**src/rtl/hamming_enc.sv**
```systemverilog
// Hamming(21,16) encoder: two-stage valid/ready pipeline with full backpressure
// and an optional periodic single-bit error injector for exercising the decoder.
module hamming_enc #(
  parameter int INJECT_PERIOD = 8
) (
  input  logic        clk,
  input  logic        rst,
  input  logic [15:0] iData,
  input  logic        iValid,
  output logic        oReady,
  output logic [20:0] oData,
  output logic        oValid,
  input  logic        iReady,
  input  logic        iInjEn,
  output logic        oInjected
);

  localparam logic [7:0]  LAST_WORD = 8'(INJECT_PERIOD - 1);
  localparam logic [4:0]  LAST_POS  = 5'd20;

  // Parity coverage masks: index i is Hamming position i+1.
  localparam logic [20:0] P0_MASK  = 21'h155554;
  localparam logic [20:0] P1_MASK  = 21'h066664;
  localparam logic [20:0] P3_MASK  = 21'h187870;
  localparam logic [20:0] P7_MASK  = 21'h007F00;
  localparam logic [20:0] P15_MASK = 21'h1F0000;

  logic        s1_valid;
  logic [15:0] s1_data;
  logic        s1_load;
  logic        s2_load;
  logic [7:0]  cnt;
  logic [4:0]  pos;
  logic        inject;
  logic [20:0] placed;
  logic [20:0] cw;
  logic [20:0] inj_mask;

  assign s2_load = s1_valid && (!oValid || iReady);
  assign s1_load = iValid && oReady;
  // S1 frees up in the same cycle it hands its word to S2, so a drain and a refill coexist.
  assign oReady  = !rst && (!s1_valid || s2_load);

  assign placed = {s1_data[15:11], 1'b0, s1_data[10:4], 1'b0, s1_data[3:1], 1'b0, s1_data[0], 2'b00};
  assign cw     = placed | {5'b0, ^(placed & P15_MASK), 7'b0, ^(placed & P7_MASK), 3'b0,
                            ^(placed & P3_MASK), 1'b0, ^(placed & P1_MASK), ^(placed & P0_MASK)};

  assign inject   = iInjEn && (cnt == LAST_WORD);
  assign inj_mask = inject ? (21'd1 << pos) : 21'd0;

  // NOTE: sequential state uses non-blocking assignments so every register samples pre-edge values.
  always_ff @(posedge clk or posedge rst) begin
    if (rst) begin
      s1_valid <= 1'b0;
      s1_data  <= '0;
    end else if (s1_load) begin
      s1_valid <= 1'b1;
      s1_data  <= iData;
    end else if (s2_load) begin
      s1_valid <= 1'b0;
    end
  end

  always_ff @(posedge clk or posedge rst) begin
    if (rst) begin
      oValid    <= 1'b0;
      oData     <= '0;
      oInjected <= 1'b0;
    end else if (s2_load) begin
      oValid    <= 1'b1;
      oData     <= cw ^ inj_mask;
      oInjected <= inject;
    end else if (iReady) begin
      oValid    <= 1'b0;
    end
  end

  // pos is deliberately kept while injection is disabled so the sweep resumes where it stopped.
  always_ff @(posedge clk or posedge rst) begin
    if (rst) begin
      cnt <= '0;
      pos <= '0;
    end else if (!iInjEn) begin
      cnt <= '0;
    end else if (s2_load) begin
      if (cnt == LAST_WORD) begin
        cnt <= '0;
        pos <= (pos == LAST_POS) ? 5'd0 : pos + 5'd1;
      end else begin
        cnt <= cnt + 8'd1;
      end
    end
  end

endmodule

```
**config.mk**
```make
export PLATFORM = sky130hd
export DESIGN_NAME = hamming_enc
export DESIGN_NICKNAME = d
export VERILOG_FILES = /design/src/rtl/hamming_enc.sv
export SDC_FILE = /design/constraint.sdc
export NUM_CORES = 1
export LEC_CHECK = 0
export ABC_CLOCK_PERIOD_IN_PS = 1900
export CORE_ASPECT_RATIO = 1.2
export CORE_UTILIZATION = 30
export CTS_BUF_LIST = sky130_fd_sc_hd__clkbuf_2
export DETAILED_ROUTE_END_ITERATION = 10
export PLACE_DENSITY_LB_ADDON = 0.15
export SLEW_MARGIN = 20
export SYNTH_ARGS = -nofsm -noshare
export SYNTH_HDL_FRONTEND = slang
export SYNTH_SLANG_ARGS = --single-unit
```
**constraint.sdc**
```tcl
create_clock -name clk -period 1.9 [get_ports clk]
set_input_delay 0.19 -clock clk [delete_from_list [all_inputs] [get_ports clk]]
set_output_delay 0.19 -clock clk [all_outputs]
set_load 0.02 [all_outputs]
```
* Word level (Yosys, flattened, before mapping) *
Cells that the tools add are included.

operators by class
  add/subtract/negate cells = 2
  equality and inequality tests = 3
  shifts and indexed selects = 1
  mux-type cells = 9
  bitwise gates (word level) = 2
  reduce and logical (&&, ||, !) cells = 17

operators by type and width
  kind                  number
  $reduce_xor 21->1     5
  $mux 8                3
  $mux 21               1
  $or 21x16->21         1
  $shl 1x5->21 const A  1
  $xor 21x21->21        1
  $add 8x1->8 const B   1
  $eq 8x3->1 const B    1
  $add 5x1->5 const B   1
  $eq 5x5->1 const B    1
  $mux 5                1
  $logic_and 1x1->1     4
  $mux 1                4
  $reduce_bool 2->1     2
  $logic_not 1->1       3
  $reduce_and 3->1      1
  $logic_or 1x1->1      2
  $ne 2x1->1 const B    1

storage, ports and cells
  register bits after elaboration = 53
  input port bits = 21
  output and inout bits = 24
  word-level logic and storage cells = 41

* Logic depth before layout (Yosys ltp) *
  depth after elaboration = 7
  depth in mapped cells = 7
  gate-level depth less buffers = 7

* Least setup slack after synthesis *
Ideal clock, no wire load.

  path kind = flip-flop to flip-flop
  start = register oValid
  end = register s1_data[0]
  library setup time = 0.125 ns
  arrival time = 1.875 ns
  data required time = 1.775 ns
  slack = -0.100 ns
  stages on the path, launching flop included = 6
  buffers on the path = 1
  clock period less this slack = 2.000 ns
  path through = dfrtp_1 nor2b_1 a21oi_1 nand2_1 clkbuf_1 mux2_2

between the ends
  word-level cells in the longest chain between the ends = 6

ends and longest elaborated chain
  what                      line  RTL
  start: declaration        12    output logic oValid,
  start signal: assignment  66    oValid <= 1'b0;
  start signal: assignment  70    oValid <= 1'b1;
  start signal: assignment  74    oValid <= 1'b0;
  $logic_not 1->1           39    assign s2_load = s1_valid && (!oValid || iReady);
  $logic_or 1x1->1          39
  $logic_and 1x1->1         39
  $logic_or 1x1->1          42    assign oReady = !rst && (!s1_valid || s2_load);
  $logic_and 1x1->1         42
  named net oReady          10    output logic oReady,
  $logic_and 1x1->1         40    assign s1_load = iValid && oReady;
  end signal: assignment    58    s1_data <= iData;
  end: declaration          29    logic [15:0] s1_data;

The timed path passes the listed nets, and every way through them passes these cells.
A chain may end at the register's enable or synchronous reset.

* Worst setup path after layout *
  start = register cnt[4]
  end = register pos[3]

between the ends
  word-level cells in the longest chain between the ends = 2

ends and longest elaborated chain
  what                               line  RTL
  start: declaration                 32    logic [7:0] cnt;
  start signal: assignment           90    cnt <= cnt + 8'd1;
  $eq 8x3->1                         86    if (cnt == LAST_WORD) begin
  $reduce_and 3->1 (no source line)  --
  end signal: assignment             88    pos <= (pos == LAST_POS) ? 5'd0 : pos + 5'd1;
  end: declaration                   33    logic [4:0] pos;

No other way between the ends.

==> run_results.csv <==
group,metric,value,unit
global_route,grt_first_pass_wirelength,10300,um
setup_path,crit_type,"reg2reg",
power_and_ir_drop,pwr-share-seq,44.0,%
setup_path,endpoint_kind,"register",
global_route,grt_pass1_vias,2048,
power_and_ir_drop,p_clk_share,13.9,%
clocking,cts_made_buffers,5,
route,drtPass1Iterations,4,
route,drtIter0Drc,94,
power_and_ir_drop,power.density,926,nW/um2
setup_path,rrSetupSlack,-0.002,ns
power_and_ir_drop,internal_power,2210,uW
global_route,globalRouteOverflowTotal,0,
yosys,syn_avg_cell_area,10.4,um2
timing,skew,0.0118,ns
power_and_ir_drop,switching_share,35.7,%
yosys,syn_area,2840,um2
setup_path,r2r_cells,5,
timing,fin_crit_sh,100,%
clocking,cts_max_level,2,
yosys,mappedNetlistNets,300,
yosys,synthCells,272,
setup_path,cp-start-kind,"register",
setup_path,cp-endpoint,"pos[3]",
yosys,synth-seq-cells,53,
clocking,tritoncts,"yes",
timing,fin_crit,1.90,ns
timing,finalWorstSetupSlack,-0.00236,ns
die,core-area,9130,um2
placed_design,dp_hpwl,4870,um
timing,worst_slew_pin_slew,0.518,ns
die,row_count,38,
power_and_ir_drop,power_frac_comb,42.1,%
setup_path,r2r_start,"cnt[4]",
setup_path,path_max_fanout,5,
cells_and_area,fill_cells,958,
clocking,path_clk_slew,0.28,ns
route,finalWirelength,6260,um
run,drv_cap,0,
clocking,clockRootBuffer,"clkbuf_2",
cells_and_area,drive_above_1_share,18.5,%
timing,hold_viol,0,
power_and_ir_drop,peakVddDrop,0.000396,V
route,vias,2103,
clocking,clock-sinks,53,
min_path,hold_path_class,"in2reg",
setup_path,r2r_end,"pos[3]",
cells_and_area,nets,367,
timing,slew-limit-headroom,65.1,%
setup_path,critPathLaunch,"cnt[4]",
cells_and_area,diodes,0,
cells_and_area,area_growth,30.8,%
die,die_x,90.8,um
timing,tns,-0.00236,ns
global_route,track_usage,13.6,%
timing,max_freq,526,MHz
timing,drv_slew,0,
die,start_util,31.1,%
die,die_h,109,um
die,die_area,9850,um2
route,ant_nets,0,
route,wl_per_cell,13.6,um
power_and_ir_drop,p_leak,0.00157,uW
placed_design,port_buffers,44,
yosys,ys_seq_area_share,46.7,%
yosys,yosysWarningCount,0,
outcome,violations,"negative setup slack",
setup_path,worstPathRequired,2.28,ns
placed_design,globalplace.congestion,0.789,
global_route,antenna_found_initial,0,
die,io_pins,45,
setup_path,cp.arrival,2.28,ns
yosys,ys_types,36,
global_route,grt_max_degree,43,
clocking,clk_latency,0.45,ns
timing,grt_setup_unrepaired,"true",
route,vias_per_cell,4.57,
route,drcViolationCount,0,
power_and_ir_drop,finalPower,3440,uW
clocking,clock_path_buffers,2,
power_and_ir_drop,switchingPower,1230,uW
outcome,status,"finished, violations left",
timing,setup_viol_count_final,1,
## critical path: stages (launching register included)
cell,delay (ns)
dfrtp_1,0.44
or4_4,0.59
or2_4,0.31
nor2_4,0.10
nand4_1,0.11
mux2_2,0.28
## worst min-delay path by stage
| stage | slack, ns | start | endpoint | cells after the start |
|---|---|---|---|---|
| after floorplan | 0.32 | iInjEn | cnt[2] | 1 |
| after global placement | 0.46 | oData[9] | oData[9] | 2 |
| after detailed placement | 0.47 | oData[9] | oData[9] | 2 |
| after CTS | 0.28 | iData[0] | s1_data[0] | 2 |
| after global routing | 0.26 | iData[7] | s1_data[7] | 2 |
| final | 0.32 | iData[0] | s1_data[0] | 2 |
## Yosys cell counts
cell | n | area [um2]
mux2i_1 | 1 | 10.0
nor4b_1 | 1 | 8.76
ha_1 | 7 | 87.6
nand3_1 | 9 | 45.0
dfrtp_1 | 53 | 1330
and2_1 | 1 | 6.26
nor3b_1 | 1 | 7.51
o21ai_0 | 21 | 105
a22o_1 | 1 | 8.76
nor2_1 | 11 | 41.3
nand3b_1 | 1 | 7.51
nor3_1 | 2 | 10.0
and3_1 | 2 | 12.5
nor2_4 | 1 | 11.3
nand2_1 | 37 | 139
xnor2_1 | 21 | 184
mux2_2 | 17 | 191
xor2_1 | 27 | 236
or2_4 | 1 | 8.76
xnor3_1 | 3 | 67.6
or4_4 | 1 | 11.3
a21boi_0 | 1 | 7.51
or3_1 | 3 | 18.8
clkbuf_1 | 10 | 37.5
nor4b_4 | 1 | 23.8
nand2b_1 | 1 | 6.26
o21ai_1 | 6 | 30.0
and4_1 | 1 | 8.76
inv_1 | 5 | 18.8
buf_4 | 1 | 7.51
nand4_1 | 11 | 68.8
nor2b_1 | 5 | 31.3
nand4b_1 | 3 | 26.3
buf_1 | 1 | 3.75
o211ai_1 | 1 | 7.51
a21oi_1 | 3 | 15.0
## stage by stage
step                instances  cell area, um2  worst slack, ns  hold slack [ns]  util, %
global route              460            3710          -0.0742            0.256     40.7
CTS                       456            3660          0.00994            0.275     40.0
floorplan                 272            2840          0.00564            0.319        -
detailed placement        446            3590          -0.0794            0.470     39.3
global placement          446            3590          -0.0884            0.463     39.3
finish                    460            3710         -0.00236            0.316     40.7
## flip-flops by register name (all words and copies together), names as in the netlist
register and count:
oData 21, pos 5, oValid 1, oInjected 1, s1_data 16, s1_valid 1
cnt 8
## cell families (layout without fill, tap and decap cells)
group	count (synthesis)	after routing	synth area share, %
flops	53	53	46.7
buf+inv	17	85	2.38
xor+xnor	51	51	17.2
fa+ha+maj	7	7	3.09
simple gates	93	93	17.4
compound gates	33	33	6.13
mux	18	18	7.10
## what timing repair did
item,in CTS,in global routing
hold buffers,1,0
endpoints found under the setup margin,6,26
buffers inserted,1,3
endpoints found under the hold margin,11,0
gates resized for setup,3,11
cloned,0,1
pin swaps,1,9
## final cells by class
class                   count  area [um2]  area share [%]
inverters                   5        18.8           0.506
clock buffers               5        25.0           0.674
clock inverters             3        21.3           0.573
well taps                 120         150            4.04
flip-flops and latches     53        1330            35.7
repair buffers             72         694            18.7
multi-input cells         202        1480            39.8
## routing by layer
metal	routed length (um)	up-vias	GRT usage (%)
met5	0	-	0
met4	76	0	4.42
met3	192	5	2.39
li1	-	1063	-
met1	3000	993	18.1
met2	2990	42	22.5
## placed cells by master (no fill, tap or decap), types with 2 or more instances in the layout
master           Yosys  routed
nor2_1              11      10
buf_12               0       3
or3_1                3       3
mux2_2              17      17
nand3_1              9       9
and3_1               2       2
nand4_1             11      11
nand2_1             37      36
clkdlybuf4s50_1      0      43
ha_1                 7       7
nor2_4               1       2
nand4b_1             3       3
buf_4                1      23
dfrtp_1             53      53
xnor3_1              3       3
o21ai_0             21      19
nor2b_1              5       4
o21ai_1              6       8
a21oi_1              3       2
xnor2_1             21      21
inv_1                5       4
clkbuf_2             0       5
xor2_1              27      27
## power by group through the flow
stage / logic [uW] / clock network [uW] / registers (uW)
after CTS: 1470 / 503 / 1520
after detailed placement: 1460 / 0 / 1550
after floorplan: 736 / 0 / 1700
after global routing: 1580 / 537 / 1550
final: 1450 / 476 / 1510
after global placement: 1450 / 0 / 1540
Power figures use the tool's default switching activity.
